[config.mk]
export PLATFORM = sky130hd
export DESIGN_NAME = outputdev_scan_flat
export DESIGN_NICKNAME = d
export VERILOG_FILES = /design/src/rtl/outputdev_scan_pkg.sv /design/src/rtl/outputdev_scan_if.sv /design/src/rtl/outputdev_scan_timer.sv /design/src/rtl/outputdev_scan.sv /design/src/flat_wrapper.sv
export SDC_FILE = /design/constraint.sdc
export NUM_CORES = 1
export LEC_CHECK = 0
export ABC_AREA = 0
export CELL_PAD_IN_SITES_DETAIL_PLACEMENT = 0
export CELL_PAD_IN_SITES_GLOBAL_PLACEMENT = 1
export CORE_MARGIN = 2
export CORE_UTILIZATION = 40
export CTS_BUF_LIST = sky130_fd_sc_hd__clkbuf_4 sky130_fd_sc_hd__clkbuf_8 sky130_fd_sc_hd__clkbuf_16
export CTS_CLUSTER_SIZE = 28
export DETAILED_ROUTE_END_ITERATION = 8
export HOLD_SLACK_MARGIN = 0.06
export PLACE_DENSITY_LB_ADDON = 0.1
export SETUP_SLACK_MARGIN = 0.15
export SLEW_MARGIN = 30
export SYNTH_ARGS = -nofsm -noshare
export SYNTH_HDL_FRONTEND = slang
export SYNTH_HIERARCHICAL = 1
export SYNTH_SLANG_ARGS = --single-unit
[constraint.sdc]
create_clock -name clk -period 3.3 [get_ports clk]
set_input_delay 0.495 -clock clk [delete_from_list [all_inputs] [get_ports clk]]
set_output_delay 0.495 -clock clk [all_outputs]
set_load 0.1 [all_outputs]
[src/rtl/outputdev_scan_pkg.sv]
// rtl/outputdev_scan_pkg.sv - register map constants and byte-merge helper for the scan output device
package outputdev_scan_pkg;

    localparam int CTRL_COMMIT_BIT = 0;
    localparam int CTRL_AUTO_BIT   = 1;
    localparam int STATUS_PEND_BIT = 0;
    localparam int STATUS_IDX_LSB  = 8;

    function automatic int ctrl_ofs(input int nch);
        return nch;
    endfunction

    function automatic int status_ofs(input int nch);
        return nch + 1;
    endfunction

    function automatic logic [31:0] byte_merge(input logic [31:0] old_v,
                                               input logic [31:0] new_v,
                                               input logic [3:0]  be);
        logic [31:0] r;
        r = old_v;
        for (int i = 0; i < 4; i++) begin
            if (be[i]) r[8*i +: 8] = new_v[8*i +: 8];
        end
        return r;
    endfunction

endpackage

[src/rtl/outputdev_scan_if.sv]
// rtl/outputdev_scan_if.sv - bridge-side register bus between CPU bridge and the scan output device
interface outputdev_scan_if #(
    parameter int ADDR_W = 3
);
    logic              we;
    logic [ADDR_W-1:0] addr;
    logic [31:0]       din;
    logic [3:0]        be;
    logic [31:0]       dout;

    modport master (output we, addr, din, be, input dout);
    modport slave  (input we, addr, din, be, output dout);
endinterface

[src/rtl/outputdev_scan_timer.sv]
// rtl/outputdev_scan_timer.sv - slot prescaler and channel index counter for the display scan
module outputdev_scan_timer #(
    parameter int NCH      = 4,
    parameter int SCAN_DIV = 50000,
    parameter int IDX_W    = 2
) (
    input  logic             clk,
    input  logic             reset,
    output logic             tick,
    output logic             wrap,
    output logic [IDX_W-1:0] idx
);
    localparam int CNT_W = $clog2(SCAN_DIV);

    logic [CNT_W-1:0] cnt_q, cnt_d;
    logic [IDX_W-1:0] idx_q, idx_d;

    assign tick = (cnt_q == CNT_W'(SCAN_DIV - 1));
    assign wrap = tick && (idx_q == IDX_W'(NCH - 1));
    assign idx  = idx_q;

    always_comb begin
        cnt_d = cnt_q + 1'b1;
        idx_d = idx_q;
        if (tick) begin
            cnt_d = '0;
            idx_d = wrap ? '0 : idx_q + 1'b1;
        end
    end

    always_ff @(posedge clk) begin
        if (reset) begin
            cnt_q <= '0;
            idx_q <= '0;
        end else begin
            cnt_q <= cnt_d;
            idx_q <= idx_d;
        end
    end
endmodule

[src/rtl/outputdev_scan.sv]
// rtl/outputdev_scan.sv - double-buffered channel registers driving a time-multiplexed display scan
module outputdev_scan
    import outputdev_scan_pkg::*;
#(
    parameter int NCH      = 4,
    parameter int DW       = 8,
    parameter int SCAN_DIV = 50000,
    parameter int ADDR_W   = 3
) (
    input  logic             clk,
    input  logic             reset,
    outputdev_scan_if.slave  bus,
    output logic [NCH-1:0]   ch_sel,
    output logic [DW-1:0]    ch_data,
    output logic             frame_start
);
    localparam int IDX_W = $clog2(NCH);

    logic [31:0] shadow_q [NCH];
    logic [31:0] shadow_d [NCH];
    logic [31:0] active_q [NCH];
    logic [31:0] active_d [NCH];
    logic [31:0] merged   [NCH];
    logic        pending_q, pending_d;
    logic        auto_q, auto_d;
    logic        frame_start_q, frame_start_d;
    logic        shadow_wr, ctrl_wr, frame_edge;
    logic        tick, wrap;
    logic [IDX_W-1:0] idx;

    outputdev_scan_timer #(
        .NCH      (NCH),
        .SCAN_DIV (SCAN_DIV),
        .IDX_W    (IDX_W)
    ) u_timer (
        .clk   (clk),
        .reset (reset),
        .tick  (tick),
        .wrap  (wrap),
        .idx   (idx)
    );

    for (genvar g = 0; g < NCH; g++) begin : g_merge
        assign merged[g] = byte_merge(shadow_q[g], bus.din, bus.be);
    end

    assign frame_edge = tick && wrap;
    assign ctrl_wr    = bus.we && (bus.addr == ADDR_W'(ctrl_ofs(NCH)));

    always_comb begin
        shadow_d      = shadow_q;
        active_d      = active_q;
        pending_d     = pending_q;
        auto_d        = auto_q;
        shadow_wr     = 1'b0;
        frame_start_d = frame_edge;
        for (int n = 0; n < NCH; n++) begin
            if (bus.we && (bus.addr == ADDR_W'(n))) begin
                shadow_d[n] = merged[n];
                shadow_wr   = 1'b1;
            end
        end
        // Commit uses pre-edge shadow; a request arriving on the same edge waits a frame.
        if (frame_edge && pending_q) begin
            active_d  = shadow_q;
            pending_d = 1'b0;
        end
        if (ctrl_wr) auto_d = bus.din[CTRL_AUTO_BIT];
        if ((shadow_wr && auto_q) || (ctrl_wr && bus.din[CTRL_COMMIT_BIT])) pending_d = 1'b1;
    end

    always_ff @(posedge clk) begin
        if (reset) begin
            for (int n = 0; n < NCH; n++) begin
                shadow_q[n] <= '0;
                active_q[n] <= '0;
            end
            pending_q     <= 1'b0;
            auto_q        <= 1'b0;
            frame_start_q <= 1'b0;
        end else begin
            shadow_q      <= shadow_d;
            active_q      <= active_d;
            pending_q     <= pending_d;
            auto_q        <= auto_d;
            frame_start_q <= frame_start_d;
        end
    end

    always_comb begin
        bus.dout = 32'h0;
        for (int n = 0; n < NCH; n++) begin
            if (bus.addr == ADDR_W'(n)) bus.dout = shadow_q[n];
        end
        if (bus.addr == ADDR_W'(ctrl_ofs(NCH))) begin
            bus.dout[CTRL_AUTO_BIT]   = auto_q;
            bus.dout[CTRL_COMMIT_BIT] = pending_q;
        end
        if (bus.addr == ADDR_W'(status_ofs(NCH))) begin
            bus.dout[STATUS_PEND_BIT]               = pending_q;
            bus.dout[STATUS_IDX_LSB +: IDX_W]       = idx;
        end
    end

    assign ch_sel      = NCH'(1) << idx;
    assign ch_data     = active_q[idx][DW-1:0];
    assign frame_start = frame_start_q;
endmodule
[src/flat_wrapper.sv]
// flat-port wrapper written by rule: the top's interface ports become plain ports
module outputdev_scan_flat import outputdev_scan_pkg::*;
#(
    parameter int NCH      = 4,
    parameter int DW       = 8,
    parameter int SCAN_DIV = 50000,
    parameter int ADDR_W   = 3
)
  (clk, reset, ch_sel, ch_data, frame_start, bus_we, bus_addr, bus_din, bus_be, bus_dout);
  outputdev_scan_if #(.ADDR_W(ADDR_W)) bus_i ();
  input  logic clk;
  input  logic reset;
  output logic [NCH-1:0] ch_sel;
  output logic [DW-1:0] ch_data;
  output logic frame_start;
  input wire logic [$bits(bus_i.we)-1:0] bus_we;
  input wire logic [$bits(bus_i.addr)-1:0] bus_addr;
  input wire logic [$bits(bus_i.din)-1:0] bus_din;
  input wire logic [$bits(bus_i.be)-1:0] bus_be;
  output wire logic [$bits(bus_i.dout)-1:0] bus_dout;
  assign bus_i.we = bus_we;
  assign bus_i.addr = bus_addr;
  assign bus_i.din = bus_din;
  assign bus_i.be = bus_be;
  assign bus_dout = bus_i.dout;
  outputdev_scan #(.NCH(NCH), .DW(DW), .SCAN_DIV(SCAN_DIV), .ADDR_W(ADDR_W)) u_core (.clk(clk), .reset(reset), .bus(bus_i), .ch_sel(ch_sel), .ch_data(ch_data), .frame_start(frame_start));
endmodule
Word level (Yosys, flattened, before mapping):

Index checks and enable logic that the tools add are counted.

* bits in registers: 277
* input bits: 42

* reduce and logical (&&, ||, !) cells: 30
* equality and inequality tests: 7
* shift-type cells: 1
* muxes and demuxes: 17
* $lt $le $gt $ge: 1
* bitwise gates (word level): 1
* $add $sub $neg: 2

Operators with widths (count)
* 32-bit two-way mux: 4
* 32-bit binary-select mux with 2-bit select: 1
* 2-bit AND reduction: 16
* 16-bit by 1-bit adder with 16-bit output (second input constant): 1
* 16-bit == test (second input constant): 1
* 8-bit two-way mux: 2
* 1-bit logical AND: 10
* 1-bit two-way mux: 7
* 3-bit by 2-bit == test with 1-bit output (second input constant): 2
* 3-bit == test (second input constant): 2
* 2-bit two-way mux: 3
* 1-bit by 2-bit left shift with 4-bit output (first input constant): 1
* 3-bit by 1-bit == test with 1-bit output (second input constant): 1
* 3-bit greater-or-equal comparator (second input constant): 1
* 3-bit logical NOT: 1
* 2-bit NOT with 3-bit output: 1
* 2-bit by 1-bit adder with 2-bit output (second input constant): 1
* 2-bit == test (second input constant): 1
* 2-bit nonzero test: 1
* 2-bit OR reduction: 1
* 1-bit logical OR: 1

Longest topological paths before layout:

* word-level depth: 9
* depth in mapped cells: 9

Cells and area by module:

The synthesis kept the hierarchy.

By module, submodules not included
* outputdev_scan: times used 1, seq. area each 3263.1 sq um, cells each 718, area an instance 7736.2 sq um
* outputdev_scan_timer: times used 1, seq. area each 360.3 sq um, cells each 94, area an instance 807.0 sq um

Least setup slack after synthesis:

OpenSTA, ideal clock, no wires.

* path kind: register to output
* start point: reg u_core.u_timer.idx_q[0], in the netlist u_core/u_timer/idx[0]
* end point: out ch_sel[1]
* slack: 0.696 ns
* arrival time: 2.109 ns
* path buffers: 1
* cell stages (with the launch flop): 3
* cell sequence: dfxtp_1 buf_1 nor2b_1

* longest elaborated chain between the ends: 1

Ends and longest elaborated chain
* start: declaration: RTL line outputdev_scan_timer.sv:16 `logic [IDX_W-1:0] idx_q, idx_d;`
* start signal: assignment: RTL line outputdev_scan_timer.sv:37 `idx_q <= idx_d;`
* 1-bit by 2-bit left shift with 4-bit output: RTL line outputdev_scan.sv:105 `assign ch_sel = NCH'(1) << idx;`
* end: declaration: RTL line flat_wrapper.sv:13 `output logic [NCH-1:0] ch_sel;`

Every way passes these cells.

Worst setup path in the final report:

* start point: in bus_addr[0]
* end point: out bus_dout[22]

* longest elaborated chain between the ends: 5
* elaborated cells on any way between the ends: 8

Ends and longest elaborated chain
* start: declaration: RTL line flat_wrapper.sv:17 `input wire logic [$bits(bus_i.addr)-1:0] bus_addr;`
* 3-bit logical NOT: RTL line outputdev_scan.sv:93 `if (bus.addr == ADDR_W'(n)) bus.dout = shadow_q[n];`
* 32-bit two-way mux (3 in series): RTL line outputdev_scan.sv:93
* 32-bit two-way mux *: RTL line outputdev_scan.sv:93
* end: declaration: RTL line flat_wrapper.sv:20 `output wire logic [$bits(bus_i.dout)-1:0] bus_dout;`

Mark *: on every way between the ends. The rest lies on a longest branch, timed or not.

==> results by group <==
Logic synthesis
  – Cell area after technology mapping: about 8500 um2
  – Fraction of registers with async set or reset after synthesis: 0%
  – Synthesized instance count: 812
  – Proportion of synthesized area in mux cells: ~26%
  – Complex-gate fraction of the synthesized area: 3.178%
  – Post-synth EDFFs: 0
  – Count of state elements after synthesis: ~180
  – Portion of the post-synthesis area used by sequential elements: between 40% and 50%
  – Fraction of synthesized cell area taken by the top area cell type: 42.41%
  – Cell accounting for the most synthesized area: dfxtp_1
  – Synthesized area per cell: ~11 um2
  – Syn_nets: approximately 860
  – Warnings from Yosys: 6
  – Fraction of synthesized cell area in xor and xnor cells: about 1.3%
  – Area contributors post-synth: dfxtp_1 42%, mux2i_1 16%, nand2b_1 12%
  – Commonest register cell after synthesis: dfxtp_1
  – Simple-gate portion of the synthesized area: between 20 and 25%
  – Count of distinct cell types in the synthesized netlist: 45
  – Post-Synth Adder-Cell Area: less than 1%
  – Combinational family with the most area after synthesis: multiplexers

Finish
  – Ant diodes: 0
  – P&R area growth vs syn: 22.92%
  – Final net count: a little over 900
  – Fraction of final layout cells sized beyond drive strength 1: 15.92%

Critical path
  – FF-to-FF End: u_core/active_q[101]$_SDFFE_PP0P_
  – Start of the worst register-to-register path: u_core/u_timer/cnt_q[11]$_SDFF_PP0_
  – Critical path endpoint category: primary output
  – Launch point of the worst path: bus_addr[0]
  – Worst Setup Path Type: in2out
  – Slack of the worst reg-to-reg path: 0.81 ns
  – Worst setup SP type: input pin
  – Worst r2r path cells: 7
  – Critical path endpoint: bus_dout[22]
  – Required time of the worst setup path: 2.80 ns
  – Worst endpoint data arrival time: 2.27 ns
  – Highest fanout seen on the critical path: 32

Detailed routing
  – Avg Vias per Cell: ~5.1
  – Length of the first detailed-routing pass in iterations: 4
  – Overall routed net length: 19650 um
  – DRC violation count after routing: 0
  – Total via count after detailed routing: 5969
  – Initial DRC Count: approximately 230
  – Detail-routed net length per standard cell: 16.83 um
  – Remaining antenna violation count after routing: 0

Timing
  – RSZ-0062 raised after global routing: no
  – Tcrit/Tclk final: a little over four fifths
  – Final worst path period need: between 2 and 3 ns
  – Endpoints failing hold: 0
  – Min Hold Slack: approximately 0.45 ns
  – Setup skew after layout: 0.007705 ns
  – Worst-Margin Slew: about 0.98 ns
  – Maximum clock frequency: approximately 360 MHz
  – Worst max-slew margin expressed relative to the limit: approximately a third
  – Final setup viols: 0
  – Final setup TNS: 0 ns
  – Final-report max-slew violation count: 0

Status
  – Status: finished, final reports clean

GRT
  – Global-route total usage across every layer: between 10% and 20%
  – Via count of the first global-routing pass: between 6000 and 7000
  – Wire length of the first global-routing pass: 32450 um
  – Pin count of the biggest net entering global routing: a little under 100
  – Grt ovf: 0
  – Initial antenna violation count: 0

CTS
  – Clock network latency to the later pin of the worst-skew pair: between 0.4 and 0.5 ns
  – Post-CTS Hold Buffers: 0
  – Clock transition at path regs: 0.07 ns
  – Count of instances resized after the clock tree is built: 0
  – Clock H-tree levels: 4
  – CTS Buf Count: 17
  – Clock buffer depth: 2
  – TritonCTS clock tree: built
  – Root cell of the clock tree: clkbuf_16
  – Post-CTS setup repair buffer count: 0
  – Clock sink count: 181

Floorplan
  – Vertical die dimension: 150.1 um
  – Initial cell density of the core: roughly 40%
  – DIE AREA: between 20000 and 25000 um2
  – Chip Width: ~150 um
  – Std cell rows: 53
  – Top-level port count: between 80 and 90
  – Core area: between 20000 and 25000 um2

Hold path
  – Path category of the worst min-delay check: reg2reg

Flow run
  – Number of violations of the max-capacitance limit: 0

Power and ir drop
  – Static power due to leakage: 0.004277 uW
  – Peak supply drop: roughly 0.32 mV
  – Pwr Density: between 400 and 500 nW/um2

Placed design
  – Estimated wirelength of the detail-placed design: 13520 um
  – Placer Congestion: 0.7418
  – Port buffer count: 86
## kinds of logic (layout without fill, tap and decap cells)
group                    Yosys count  in the layout
buffers and inverters             57            137
AND/OR/NAND/NOR                  338            338
XOR/XNOR                          13             13
AO/OA/AOI/OAI                     49             49
adder cells (fa/ha/maj)            2              2
multiplexers                     172            172
flip-flops                       181            181
## flip-flops by register name (all words and copies together) (netlist names)
name and count:
u_core/pending_q 1, u_core/u_timer/cnt_q 16, u_core/u_timer/idx 2, u_core/active_q 32, u_core/frame_start 1, u_core/shadow_q 128
u_core/auto_q 1
## cells in the final DEF (no fill, tap or decap), types with 5 or more instances in the layout
| master | instances |
|---|---|
| dfxtp_1 | 181 |
| nor3_1 | 7 |
| mux2i_1 | 134 |
| nand2b_1 | 161 |
| and2_1 | 33 |
| nand2_1 | 70 |
| clkdlybuf4s50_1 | 39 |
| clkbuf_16 | 17 |
| buf_4 | 24 |
| a21oi_1 | 36 |
| nor2_1 | 23 |
| mux4_2 | 29 |
| buf_12 | 34 |
| mux4_1 | 8 |
| inv_1 | 6 |
| nand2_2 | 7 |
| nand3_1 | 9 |
| inv_6 | 5 |
| xnor2_1 | 12 |
## area by class of cell
class                           count  area (um2)
Clock buffer                       18       439.2
Multi-Input combinational cell    574        4599
Timing Repair Buffer               99        1261
Fill cell                        1898       10520
Sequential cell                   181        3623
Inverter                            6       22.52
Clock inverter                     14       211.5
Tap cell                          275       344.1
## Yosys cell counts, types with 2 or more instances
cell,n
a21o_1,2
nand4_1,4
nor2b_1,3
clkbuf_1,25
nand3_1,9
mux4_1,8
mux2i_1,134
and2_1,33
dfxtp_1,181
xnor2_1,12
buf_2,12
o21ai_0,4
nor3_1,7
nand2_8,4
nand2_2,7
nor2_1,23
a21oi_1,36
buf_6,8
nand2b_1,161
and4bb_2,3
buf_4,4
ha_1,2
inv_1,6
a31o_2,2
mux4_2,29
nand2_1,70
nor4_1,4
and3_1,2
## worst min path at each step
| stage | cells after the start | from | endpoint |
|---|---|---|---|
| floorplan | 1 | u_core/u_timer/cnt_q[0]$_SDFF_PP0_ | u_core/u_timer/cnt_q[0]$_SDFF_PP0_ |
| global placement | 1 | u_core/u_timer/cnt_q[0]$_SDFF_PP0_ | u_core/u_timer/cnt_q[0]$_SDFF_PP0_ |
| detailed placement | 2 | u_core/active_q[102]$_SDFFE_PP0P_ | u_core/active_q[102]$_SDFFE_PP0P_ |
| CTS | 2 | u_core/active_q[102]$_SDFFE_PP0P_ | u_core/active_q[102]$_SDFFE_PP0P_ |
| global route | 2 | u_core/active_q[102]$_SDFFE_PP0P_ | u_core/active_q[102]$_SDFFE_PP0P_ |
| finish | 2 | u_core/active_q[102]$_SDFFE_PP0P_ | u_core/active_q[102]$_SDFFE_PP0P_ |
## worst max-delay path, stage by stage
cell and delay (ns):
buf_2 0.68, buf_4 0.36, mux4_2 0.33, and2_1 0.20, buf_12 0.17
## power breakdown
part	switching, uW	internal (uW)
Clock	914	1320
Sequential	15.0	2210
Combinational	178	157
Total	1110	3680
## through the flow
step / total power [uW] / setup slack (ns) / instances / utilization (%) / instance area (um2)
after CTS: 4849 / 0.4726 / 1167 / 49.96 / 10500
after global placement: 2605 / 0.5478 / 1135 / 46.86 / 9851
after detailed placement: 2612 / 0.4906 / 1135 / 46.86 / 9851
final: 4786 / 0.5369 / 1167 / 49.96 / 10500
after floorplan: 2487 / 0.6959 / 812 / - / 8543
after global routing: 4965 / 0.4426 / 1167 / 49.96 / 10500
## per-layer routing
layer,wire length [um],global-route usage [%],up-vias
met4,353,6.934,0
met5,0,0,-
met1,9263,24.12,2936
met3,473,2.545,23
li1,-,-,2925
met2,9554,30.75,85
Power figures use the tool's default switching activity.
